[config.mk]
export PLATFORM = sky130hd
export DESIGN_NAME = adder_seq_ctrl
export DESIGN_NICKNAME = d
export VERILOG_FILES = /design/src/rtl/adder_seq_ctrl_pkg.sv /design/src/rtl/adder_seq_ctrl_adder.sv /design/src/rtl/adder_seq_ctrl.sv
export SDC_FILE = /design/constraint.sdc
export NUM_CORES = 1
export LEC_CHECK = 0
export ABC_AREA = 0
export CAP_MARGIN = 10
export CORE_MARGIN = 1
export CORE_UTILIZATION = 45
export CTS_BUF_LIST = sky130_fd_sc_hd__clkbuf_8
export DETAILED_ROUTE_END_ITERATION = 8
export PLACE_DENSITY_LB_ADDON = 0.3
export REMOVE_ABC_BUFFERS = 1
export SYNTH_ARGS = -nofsm -noshare
export SYNTH_HDL_FRONTEND = slang
export SYNTH_SLANG_ARGS = --single-unit
[constraint.sdc]
create_clock -name clk -period 4.55 [get_ports clk]
set_clock_uncertainty 0.05 [all_clocks]
set_input_delay 0.6825 -clock clk [delete_from_list [all_inputs] [get_ports clk]]
set_output_delay 0.6825 -clock clk [all_outputs]
set_load 0.005 [all_outputs]
[src/rtl/adder_seq_ctrl_pkg.sv]
`default_nettype none
// ----------------------------------------------------------------------
// adder_seq_ctrl_pkg : FSM state type and slice width shared by the
// sequential nibble adder.                                   rev 1.0
// ----------------------------------------------------------------------
package adder_seq_ctrl_pkg;

  localparam int unsigned c_nibble_w = 4;

  typedef enum logic [1:0] {
    IDLE = 2'd0,
    RUN  = 2'd1,
    DONE = 2'd2
  } state_t;

endpackage
`default_nettype wire

[src/rtl/adder_seq_ctrl_adder.sv]
`default_nettype none
// ----------------------------------------------------------------------
// Adder_4bit : combinational 4-bit ripple slice with carry in/out.
//                                                            rev 1.0
// ----------------------------------------------------------------------
module Adder_4bit
  import adder_seq_ctrl_pkg::*;
(
  input  logic [c_nibble_w-1:0] A,
  input  logic [c_nibble_w-1:0] B,
  input  logic                  C_in,
  output logic [c_nibble_w-1:0] S,
  output logic                  C_out
);

  assign {C_out, S} = (c_nibble_w+1)'(A) + (c_nibble_w+1)'(B) + (c_nibble_w+1)'(C_in);

endmodule
`default_nettype wire

[src/rtl/adder_seq_ctrl.sv]
`default_nettype none
// ----------------------------------------------------------------------
// adder_seq_ctrl : W-bit add (optional subtract with ADDER_SEQ_SUB_EN)
// through one shared 4-bit slice, one nibble per clock, LSB first. rev 1.0
// ----------------------------------------------------------------------
module adder_seq_ctrl
  import adder_seq_ctrl_pkg::*;
#(
  parameter int unsigned NIBBLES = 4
) (
  input  logic                           clk,
  input  logic                           rst_n,
  input  logic                           start,
  input  logic [c_nibble_w*NIBBLES-1:0]  A,
  input  logic [c_nibble_w*NIBBLES-1:0]  B,
  input  logic                           C_in,
`ifdef ADDER_SEQ_SUB_EN
  input  logic                           sub,
`endif
  output logic [c_nibble_w*NIBBLES-1:0]  S,
  output logic                           C_out,
  output logic                           busy,
  output logic                           done
);

  localparam int unsigned W     = c_nibble_w * NIBBLES;
  localparam int unsigned IDX_W = (NIBBLES > 1) ? $clog2(NIBBLES) : 1;

  state_t                  r_state;
  state_t                  w_next;
  logic [W-1:0]            r_a;
  logic [W-1:0]            r_b;
  logic                    r_carry;
  logic [IDX_W-1:0]        r_idx;
  logic [c_nibble_w-1:0]   w_a_nib;
  logic [c_nibble_w-1:0]   w_b_nib;
  logic [c_nibble_w-1:0]   w_sum;
  logic                    w_cout;
  logic                    w_last;
  logic                    w_accept;
  logic [W-1:0]            w_b_lat;
  logic                    w_cin_lat;

  // Subtraction is A + ~B + 1; the adder itself never changes.
`ifdef ADDER_SEQ_SUB_EN
  assign w_b_lat   = sub ? ~B : B;
  assign w_cin_lat = sub ? 1'b1 : C_in;
`else
  assign w_b_lat   = B;
  assign w_cin_lat = C_in;
`endif

  assign w_last   = (r_idx == IDX_W'(NIBBLES - 1));
  assign w_accept = start && (r_state != RUN);

  always_ff @(posedge clk or negedge rst_n) begin
    if (!rst_n) begin
      r_state <= IDLE;
    end else begin
      r_state <= w_next;
    end
  end

  always_comb begin
    w_next = r_state;
    busy   = 1'b0;
    done   = 1'b0;
    case (r_state)
      IDLE: begin
        if (start) w_next = RUN;
      end
      RUN: begin
        busy = 1'b1;
        if (w_last) w_next = DONE;
      end
      DONE: begin
        done   = 1'b1;
        w_next = start ? RUN : IDLE;
      end
      default: w_next = IDLE;
    endcase
  end

  always_comb begin
    w_a_nib = '0;
    w_b_nib = '0;
    for (int k = 0; k < NIBBLES; k++) begin
      if (r_idx == IDX_W'(k)) begin
        w_a_nib = r_a[k*c_nibble_w +: c_nibble_w];
        w_b_nib = r_b[k*c_nibble_w +: c_nibble_w];
      end
    end
  end

  Adder_4bit u_adder (
    .A     (w_a_nib),
    .B     (w_b_nib),
    .C_in  (r_carry),
    .S     (w_sum),
    .C_out (w_cout)
  );

  // Index holds on the last nibble; the next accepted start clears it.
  always_ff @(posedge clk or negedge rst_n) begin
    if (!rst_n) begin
      r_a     <= '0;
      r_b     <= '0;
      r_carry <= 1'b0;
      r_idx   <= '0;
      S       <= '0;
      C_out   <= 1'b0;
    end else if (w_accept) begin
      r_a     <= A;
      r_b     <= w_b_lat;
      r_carry <= w_cin_lat;
      r_idx   <= '0;
    end else if (r_state == RUN) begin
      for (int k = 0; k < NIBBLES; k++) begin
        if (r_idx == IDX_W'(k)) S[k*c_nibble_w +: c_nibble_w] <= w_sum;
      end
      r_carry <= w_cout;
      if (w_last) C_out <= w_cout;
      else        r_idx <= r_idx + 1'b1;
    end
  end

endmodule
`default_nettype wire

# == Yosys cells after proc, flatten, opt, wreduce, memory -nomap -nowiden ==
# Cells that the tools add are included.
# totals
ff_bits,54
inputBits,36
output_inout_bits,19
wordCells,52
# op_classes
addsub,3
n_eq_ne,9
muxes,19
bitwise_logic,1
n_reduce_logical,10
# op_table
cell,n
4-bit two-way mux,8
3-bit AND reduction,4
2-bit two-way mux,5
"2-bit == test, second input constant",3
2-bit one-hot mux with 3 select lines,1
4-bit by 4-bit adder with 5-bit output,1
5-bit by 1-bit adder with 5-bit output,1
1-bit two-way mux,5
"2-bit by 1-bit == test with 1-bit output, second input constant",2
2-bit zero test,2
"2-bit by 1-bit inequality test with 1-bit output, second input constant",2
"2-bit inequality test, second input constant",2
2-bit AND reduction,2
"2-bit by 1-bit adder with 2-bit output, second input constant",1
2-bit nonzero test,1
1-bit logical AND,1
1-bit NOT,1

# == Depth between registers and ports, before layout ==
# Gate-level depths: netlist of run 1.
# logic_depth
ltp_word,9
ltp_mapped,12
depth_no_buf,11

# == Cells and area by module ==
# From an unflattened synthesis of run 1, not the netlist that was laid out.
# hier_totals
cells_unflattened,180
hier_area_um2,2572.5
# modules_own_cells
module,instances,cells_per_inst,area_per_inst_um2,seq_area_each_um2
adder_seq_ctrl,1,164,2428.6,1351.3
Adder_4bit,1,16,143.9,0.0

# == Least setup slack after synthesis of run 1 ==
# Ideal clock, no wire load.
# synth_timing
path_type,register to register
from,register r_idx[0]
to,register S[1]
setup_ns,0.125
t_arrival_ns,2.425
required_ns,4.375
slack_ns,1.950
path_stages_with_launch,9
n_path_buf,2
period_less_slack_ns,2.600
cell_sequence,dfrtp_1 ha_1 clkbuf_1 clkbuf_1 a22oi_1 fa_1 inv_1 fa_1 mux2_2
# synth_via
elab_chain_cells,7
word_cells_on_any_way,15
cone_classes,2 x add/sub; 3 x eq/ne; 8 x mux; 2 x reduce/logical
# synth_lines
item,line_no,text
from (decl),adder_seq_ctrl.sv:34,logic [IDX_W-1:0] r_idx;
from (signal assigned),adder_seq_ctrl.sv:123,else r_idx <= r_idx + 1'b1;
2-bit zero test,adder_seq_ctrl.sv:88,if (r_idx == IDX_W'(k)) begin
4-bit two-way mux (4 in a row),adder_seq_ctrl.sv:88,
4-bit by 4-bit adder with 5-bit output *,adder_seq_ctrl_adder.sv:16,"assign {C_out, S} = (c_nibble_w+1)'(A) + (c_nibble_w+1)'(B) + (c_nibble_w+1)'(C_in);"
5-bit by 1-bit adder with 5-bit output *,adder_seq_ctrl_adder.sv:16,
named net u_adder.S[1],adder_seq_ctrl_adder.sv:12,"output logic [c_nibble_w-1:0] S,"
"to (signal, indexed assignment)",adder_seq_ctrl.sv:119,if (r_idx == IDX_W'(k)) S[k*c_nibble_w +: c_nibble_w] <= w_sum;
to (decl),adder_seq_ctrl.sv:20,"output logic [c_nibble_w*NIBBLES-1:0] S,"
# Mark *: on every way through the listed nets, which the timed path passes. The rest lies on a longest branch.
# A chain may end at the register's enable or synchronous reset.

# == Worst setup path after layout of run 1 ==
# layout_timing
from,register r_idx[1]
to,register C_out
# layout_via
elab_chain_cells,7
word_cells_on_any_way,15
cone_classes,2 x add/sub; 3 x eq/ne; 8 x mux; 2 x reduce/logical
# layout_lines
item,line_no,text
2-bit zero test,adder_seq_ctrl.sv:88,
4-bit two-way mux (4 in a row),adder_seq_ctrl.sv:88,
4-bit by 4-bit adder with 5-bit output,adder_seq_ctrl_adder.sv:16,
5-bit by 1-bit adder with 5-bit output,adder_seq_ctrl_adder.sv:16,
to (signal assigned),adder_seq_ctrl.sv:122,if (w_last) C_out <= w_cout;
to (decl),adder_seq_ctrl.sv:21,"output logic C_out,"
# Several ways; a longest one is shown, not always the timed one.

==> results of run 1 <==
[synth_stat cells]
master / instances
o21ai_0: 14
a221o_1: 2
nand2_1: 23
a221oi_1: 2
nand2_4: 1
xnor2_1: 1
clkbuf_1: 5
o22ai_1: 1
a21o_1: 1
nor3b_1: 1
nand3b_1: 4
inv_1: 13
buf_4: 1
and4b_1: 2
fa_1: 2
nand3_1: 7
buf_6: 2
o31ai_1: 2
nand2b_4: 1
dfrtp_1: 54
a22oi_1: 2
nand3b_2: 1
and4b_2: 1
buf_2: 1
a211o_1: 4
nor2b_1: 4
clkbuf_8: 1
a21oi_1: 13
a22o_1: 5
nand4_1: 1
ha_1: 7
mux2_2: 37
[worst min-delay path: stages (launching register included)]
cell and delay (ns):
dfrtp_1 0.35, nand2_1 0.04, o21ai_0 0.05
[routing by layer]
metal | track usage, % | up-vias
met2 | 26.7 | 51
met5 | 0 | -
met3 | 3.53 | 5
li1 | - | 862
met1 | 23.9 | 856
met4 | 4.53 | 0
[final cells by class]
cell class	instances	area (sq um)
clock inverter	2	8.76
tap	72	90.1
sequential	54	1350
fill	462	2280
inverter	13	48.8
timing repair buffer	55	543
clock buffer	6	82.6
multi-input combinational	139	1110
[sequential cells by signal, summed over array words and instances, names as in the netlist]
signal   count
S           16
r_a         16
r_b         16
r_idx        2
r_state      2
C_out        1
r_carry      1
[kinds of logic after synthesis]
family          Yosys count
compound gates           46
xor+xnor                  1
fa+ha+maj                 9
buf+inv                  23
flops                    54
mux                      37
simple gates             46
[report_power, final]
part / total (uW) / switching, uW / internal [uW]
Sequential: 878 / 154 / 724
Combinational: 1290 / 630 / 662
Clock: 267 / 146 / 121
Total: 2440 / 930 / 1510
[through the flow]
step	worst slack (ns)	utilization (%)	cell area [sq um]
after global placement	1.73	57.0	3140
after CTS	1.56	58.7	3230
after global routing	1.34	58.7	3230
final	1.54	58.7	3230
after detailed placement	1.59	57.0	3140
after floorplan	1.92	-	2510
[worst paths after layout]
path,from,slack (ns),cells past startpoint,to
max in group asynchronous,rst_n,3.57,2,r_a[8]
hold reg to reg,S[8],0.43,2,S[8]
setup / recovery,r_idx[1],1.54,11,C_out
hold / removal,S[8],0.43,2,S[8]
min in group asynchronous,rst_n,0.44,2,r_a[3]
setup reg to reg,r_idx[1],1.54,11,C_out
==> impl_metrics.csv, run 1 <==
group,metric,value,unit
setup_path,critical_path_required,4.68,ns
clock_network,root_buffer,"clkbuf_8",
floorplan,die_w,77.6,um
routing,ant_nets,0,
routing,routedWlPerCell,14.0,um
setup_path,cp_max_fo,15,
setup_path,path_cells,"inv_1, ha_1, nor2b_1, a221o_1, a22oi_1, fa_1, inv_1, fa_1, a21o_1, a21oi_1, o21ai_0",
flow_run,drv_cap,0,
timing,timing.slew.headroom,54.2,%
floorplan,die_area,6030,sq um
routing,met3_length,197,um
placed_design,port_buffers,54,
global_routing,antenna_found_initial,0,
synthesis,syn_area_per_cell,11.9,sq um
setup_path,critPathKind,"reg -> reg",
setup_path,worstSetupEndpointType,"flop",
routing,drt_iter0_markers,100,
timing,worstMarginPinSlew,0.688,ns
synthesis,netlist_instances,216,
clock_network,cts_tree,"done",
placed_design,gp_congestion,0.759,
clock_network,post_cts_buffers,0,
placed_design,place_inst,333,
layout,antenna_cells,0,
setup_path,critPathLaunchType,"flop",
clock_network,clock-sinks,54,
timing,finalSetupTns,0,ns
layout,layout_commonest_cell,"dfrtp_1",
synthesis,ys_types,32,
routing,drc,0,
routing,wl_met1,2260,um
setup_path,critPathTopFamily,"adder cells",
setup_path,cp_data_arrival_time,3.14,ns
floorplan,num_io_pins,55,
clock_network,postCtsResizedCells,0,
setup_path,critical_path.slowest_cell,"ha_1",
clock_network,cts_buffers,5,
floorplan,core.rowCount,27,
global_routing,first_global_vias,1723,
clock_network,clk_latency,0.31,ns
floorplan,core-area,5510,sq um
synthesis,synth_seq_cells,54,
timing,fmax,332,MHz
routing,top_layer,"met4",
clock_network,cts.path.max_buffers,2,
timing,period_share,66.2,%
setup_path,critical_path_buf_inv_count,2,
synthesis,synthSimpleGateAreaFrac,10.0,%
layout,final_cell_mix,"dfrtp_1, clkdlybuf4s50_1, mux2_2",
synthesis,synth_seq_area_share,52.5,%
pwr,p_per_area,754,nW/um^2
placed_design,place_hpwl,3460,um
pwr,peakVddDrop,0.361,mV
synthesis,yosys_warnings,0,
floorplan,die_y,77.6,um
layout,fin_nets,313,
routing,via_per_inst,5.20,
timing,rsz0062_at_grt,"false",
pwr,p_total,2440,uW
synthesis,synth_area,2570,sq um
clock_network,cts_hold_buf,0,
global_routing,grt_max_degree,55,
layout,area_growth,25.5,%
hold_path,hold_class,"reg -> reg",
synthesis,synth_mux_area_share,16.2,%
synthesis,synth.area.top_cells,"dfrtp_1, mux2_2, ha_1",
setup_path,slowest_delay,0.45,ns
routing,vias,1774,
pwr,leakagePower,0.00142,uW
synthesis,synth-xor-area-share,0.340,%
timing,drv_slew,0,
synthesis,yosysTopAreaCell,"dfrtp_1",
timing,setup_viol,0,
synthesis,synth-compound-area-share,11.5,%
global_routing,grt_pass1_wl,8110,um
timing,hold_viol,0,
layout,drive_gt1_share,18.6,%
global_routing,overflow,0,
floorplan,start_util,46.7,%
routing,dr_wl_met2,2260,um
global_routing,grtUsageTotal,17.0,%
synthesis,synth_top_area_share,52.5,%
synthesis,yosys.area_share.adder,4.96,%
clock_network,h-tree-depth,2,
layout,instances_no_fill,341,
timing,period_minus_slack,3.01,ns
timing,holdWs,0.431,ns
clock_network,path_clk_slew,0.09,ns
outcome,status,"completed",
synthesis,synth_top_family_by_area,"multiplexers",
routing,wl,4760,um
routing,drtPass1Iterations,5,
No activity file was read; power rests on OpenSTA's default activity.
==> run 2, diff against run 1 <==
- clock period: 4.55 -> 2.7 ns (I/O delays scaled with it)
==> impl_metrics.csv, run 2 (synthesized netlist as in run 1, its figures left out) <==
group,metric,value,unit
outcome,status,"completed",
pwr,leakagePower,0.00149,uW
global_routing,antenna_found_initial,0,
routing,ant_nets,0,
floorplan,die_y,77.6,um
setup_path,rr_worst_depth,11,
timing,holdWs,0.0557,ns
layout,fin_nets,324,
layout,drive_gt1_share,25.1,%
routing,routedWlPerCell,14.2,um
timing,hold_viol,0,
placed_design,port_buffers,54,
setup_path,cp_max_fo,4,
clock_network,cts_buffers,5,
timing,fmax,388,MHz
layout,reg_top3,"S x16, r_a x16, r_b x16",
layout,area_growth,30.5,%
layout,antenna_cells,0,
floorplan,core-area,5510,sq um
layout,final_cell_mix,"dfrtp_1, clkdlybuf4s50_1, mux2_2",
timing,setup_viol,0,
routing,wl,5000,um
global_routing,grt_max_degree,33,
placed_design,gp_congestion,0.773,
clock_network,cts.path.max_buffers,2,
clock_network,clock-sinks,54,
setup_path,critPathKind,"reg -> reg",
timing,worstMarginPinSlew,0.616,ns
timing,period_share,95.5,%
pwr,peakVddDrop,0.564,mV
floorplan,start_util,46.7,%
clock_network,path_clk_slew,0.09,ns
setup_path,rrSetupSlack,0.12,ns
timing,drv_slew,0,
layout,instances_no_fill,351,
setup_path,critPathLaunchType,"flop",
clock_network,cts_hold_buf,0,
pwr,p_per_area,1310,nW/um^2
placed_design,place_hpwl,3720,um
global_routing,first_global_vias,1826,
floorplan,die_area,6030,sq um
routing,drt_iter0_markers,59,
placed_design,place_inst,340,
global_routing,overflow,0,
clock_network,h-tree-depth,2,
hold_path,hold_class,"in -> async",
routing,drc,0,
clock_network,cts_tree,"done",
layout,layout_commonest_cell,"dfrtp_1",
floorplan,core.rowCount,27,
setup_path,critPathLaunch,"r_idx[0]",
timing,timing.slew.headroom,59.0,%
routing,drtPass1Iterations,4,
setup_path,cp_data_arrival_time,2.71,ns
setup_path,critical_path_required,2.84,ns
global_routing,grtUsageTotal,17.7,%
setup_path,r2r_start,"r_idx[0]",
setup_path,crit_end,"C_out",
setup_path,reg2reg_to,"C_out",
setup_path,worstSetupEndpointType,"flop",
clock_network,clk_latency,0.30,ns
timing,period_minus_slack,2.58,ns
global_routing,grt_pass1_wl,8360,um
flow_run,drv_cap,0,
floorplan,num_io_pins,55,
placed_design,pre_cts_ws,0.0567,ns
routing,via_per_inst,5.27,
clock_network,root_buffer,"clkbuf_8",
routing,vias,1849,
timing,fin_ws,0.122,ns
floorplan,die_w,77.6,um
-- run 2: changes by cell type in the layout (fill, tap and decap cells not counted), moves of 2 or more --
cell	previous run	this run
a221oi_1	2	0
a221oi_2	0	2
a22oi_1	2	0
fa_2	0	2
buf_4	1	11
ha_2	0	2
fa_1	2	0
ha_1	7	5
a22oi_2	0	2
-- run 2: timing repair --
| item | 4_1_cts | 5_1_grt |
|---|---|---|
| resized for setup | 0 | 11 |
| hold endpoints to repair | 0 | 0 |
| setup endpoints to repair | 0 | 14 |
| buffers inserted | 0 | 4 |
-- run 2: worst max-delay path, cell delays in order (launching register included) --
cell	delay, ns
dfrtp_1	0.40
inv_1	0.09
ha_1	0.21
nor2b_2	0.17
a221o_1	0.33
a22oi_2	0.14
fa_2	0.22
inv_1	0.05
fa_2	0.36
a21o_1	0.18
a21oi_1	0.17
o21ai_0	0.09
-- run 2: per-stage QoR --
step	util [%]	power, uW	area, sq um	setup TNS (ns)
after floorplan	-	2930	2510	0
after global placement	58.2	3720	3200	0
after detailed placement	58.2	3810	3200	0
after CTS	59.6	4230	3280	0
after global routing	61.0	4760	3360	-0.0249
final	61.0	4380	3360	0
-- run 2: where the power goes --
group / total [uW] / leakage [uW] / switching (uW) / internal (uW)
clock: 412 / 0.0000466 / 240 / 172
sequential: 1490 / 0.000650 / 267 / 1220
combinational: 2480 / 0.000788 / 1150 / 1330
total: 4380 / 0.00149 / 1660 / 2720
-- run 2: cell type report --
class	count	area (sq um)
fill	456	2150
sequential	54	1350
clock buffer	5	68.8
multi-input combinational	139	1150
clock inverter	2	7.51
timing repair buffer	66	638
inverter	13	48.8
tap	72	90.1
-- run 2: routing by layer --
metal  up-vias  GRT usage (%)  share of wire (%)  wire (um)
met1       899           21.4                 44       2190
met3         7           4.00                4.5        226
met5         -              0                  0          0
met2        52           31.0                 50       2510
met4         0           6.23                1.4         70
li1        891              -                  -          -
-- run 2: worst min-delay path by stage --
stage | to | slack (ns) | depth (start not counted)
after floorplan | C_out | 0.06 | 0
after CTS | r_a[15] | 0.08 | 1
after detailed placement | S[15] | 0.41 | 1
after global routing | r_a[15] | 0.1 | 1
final | S[15] | 0.06 | 1
after global placement | S[15] | 0.41 | 1
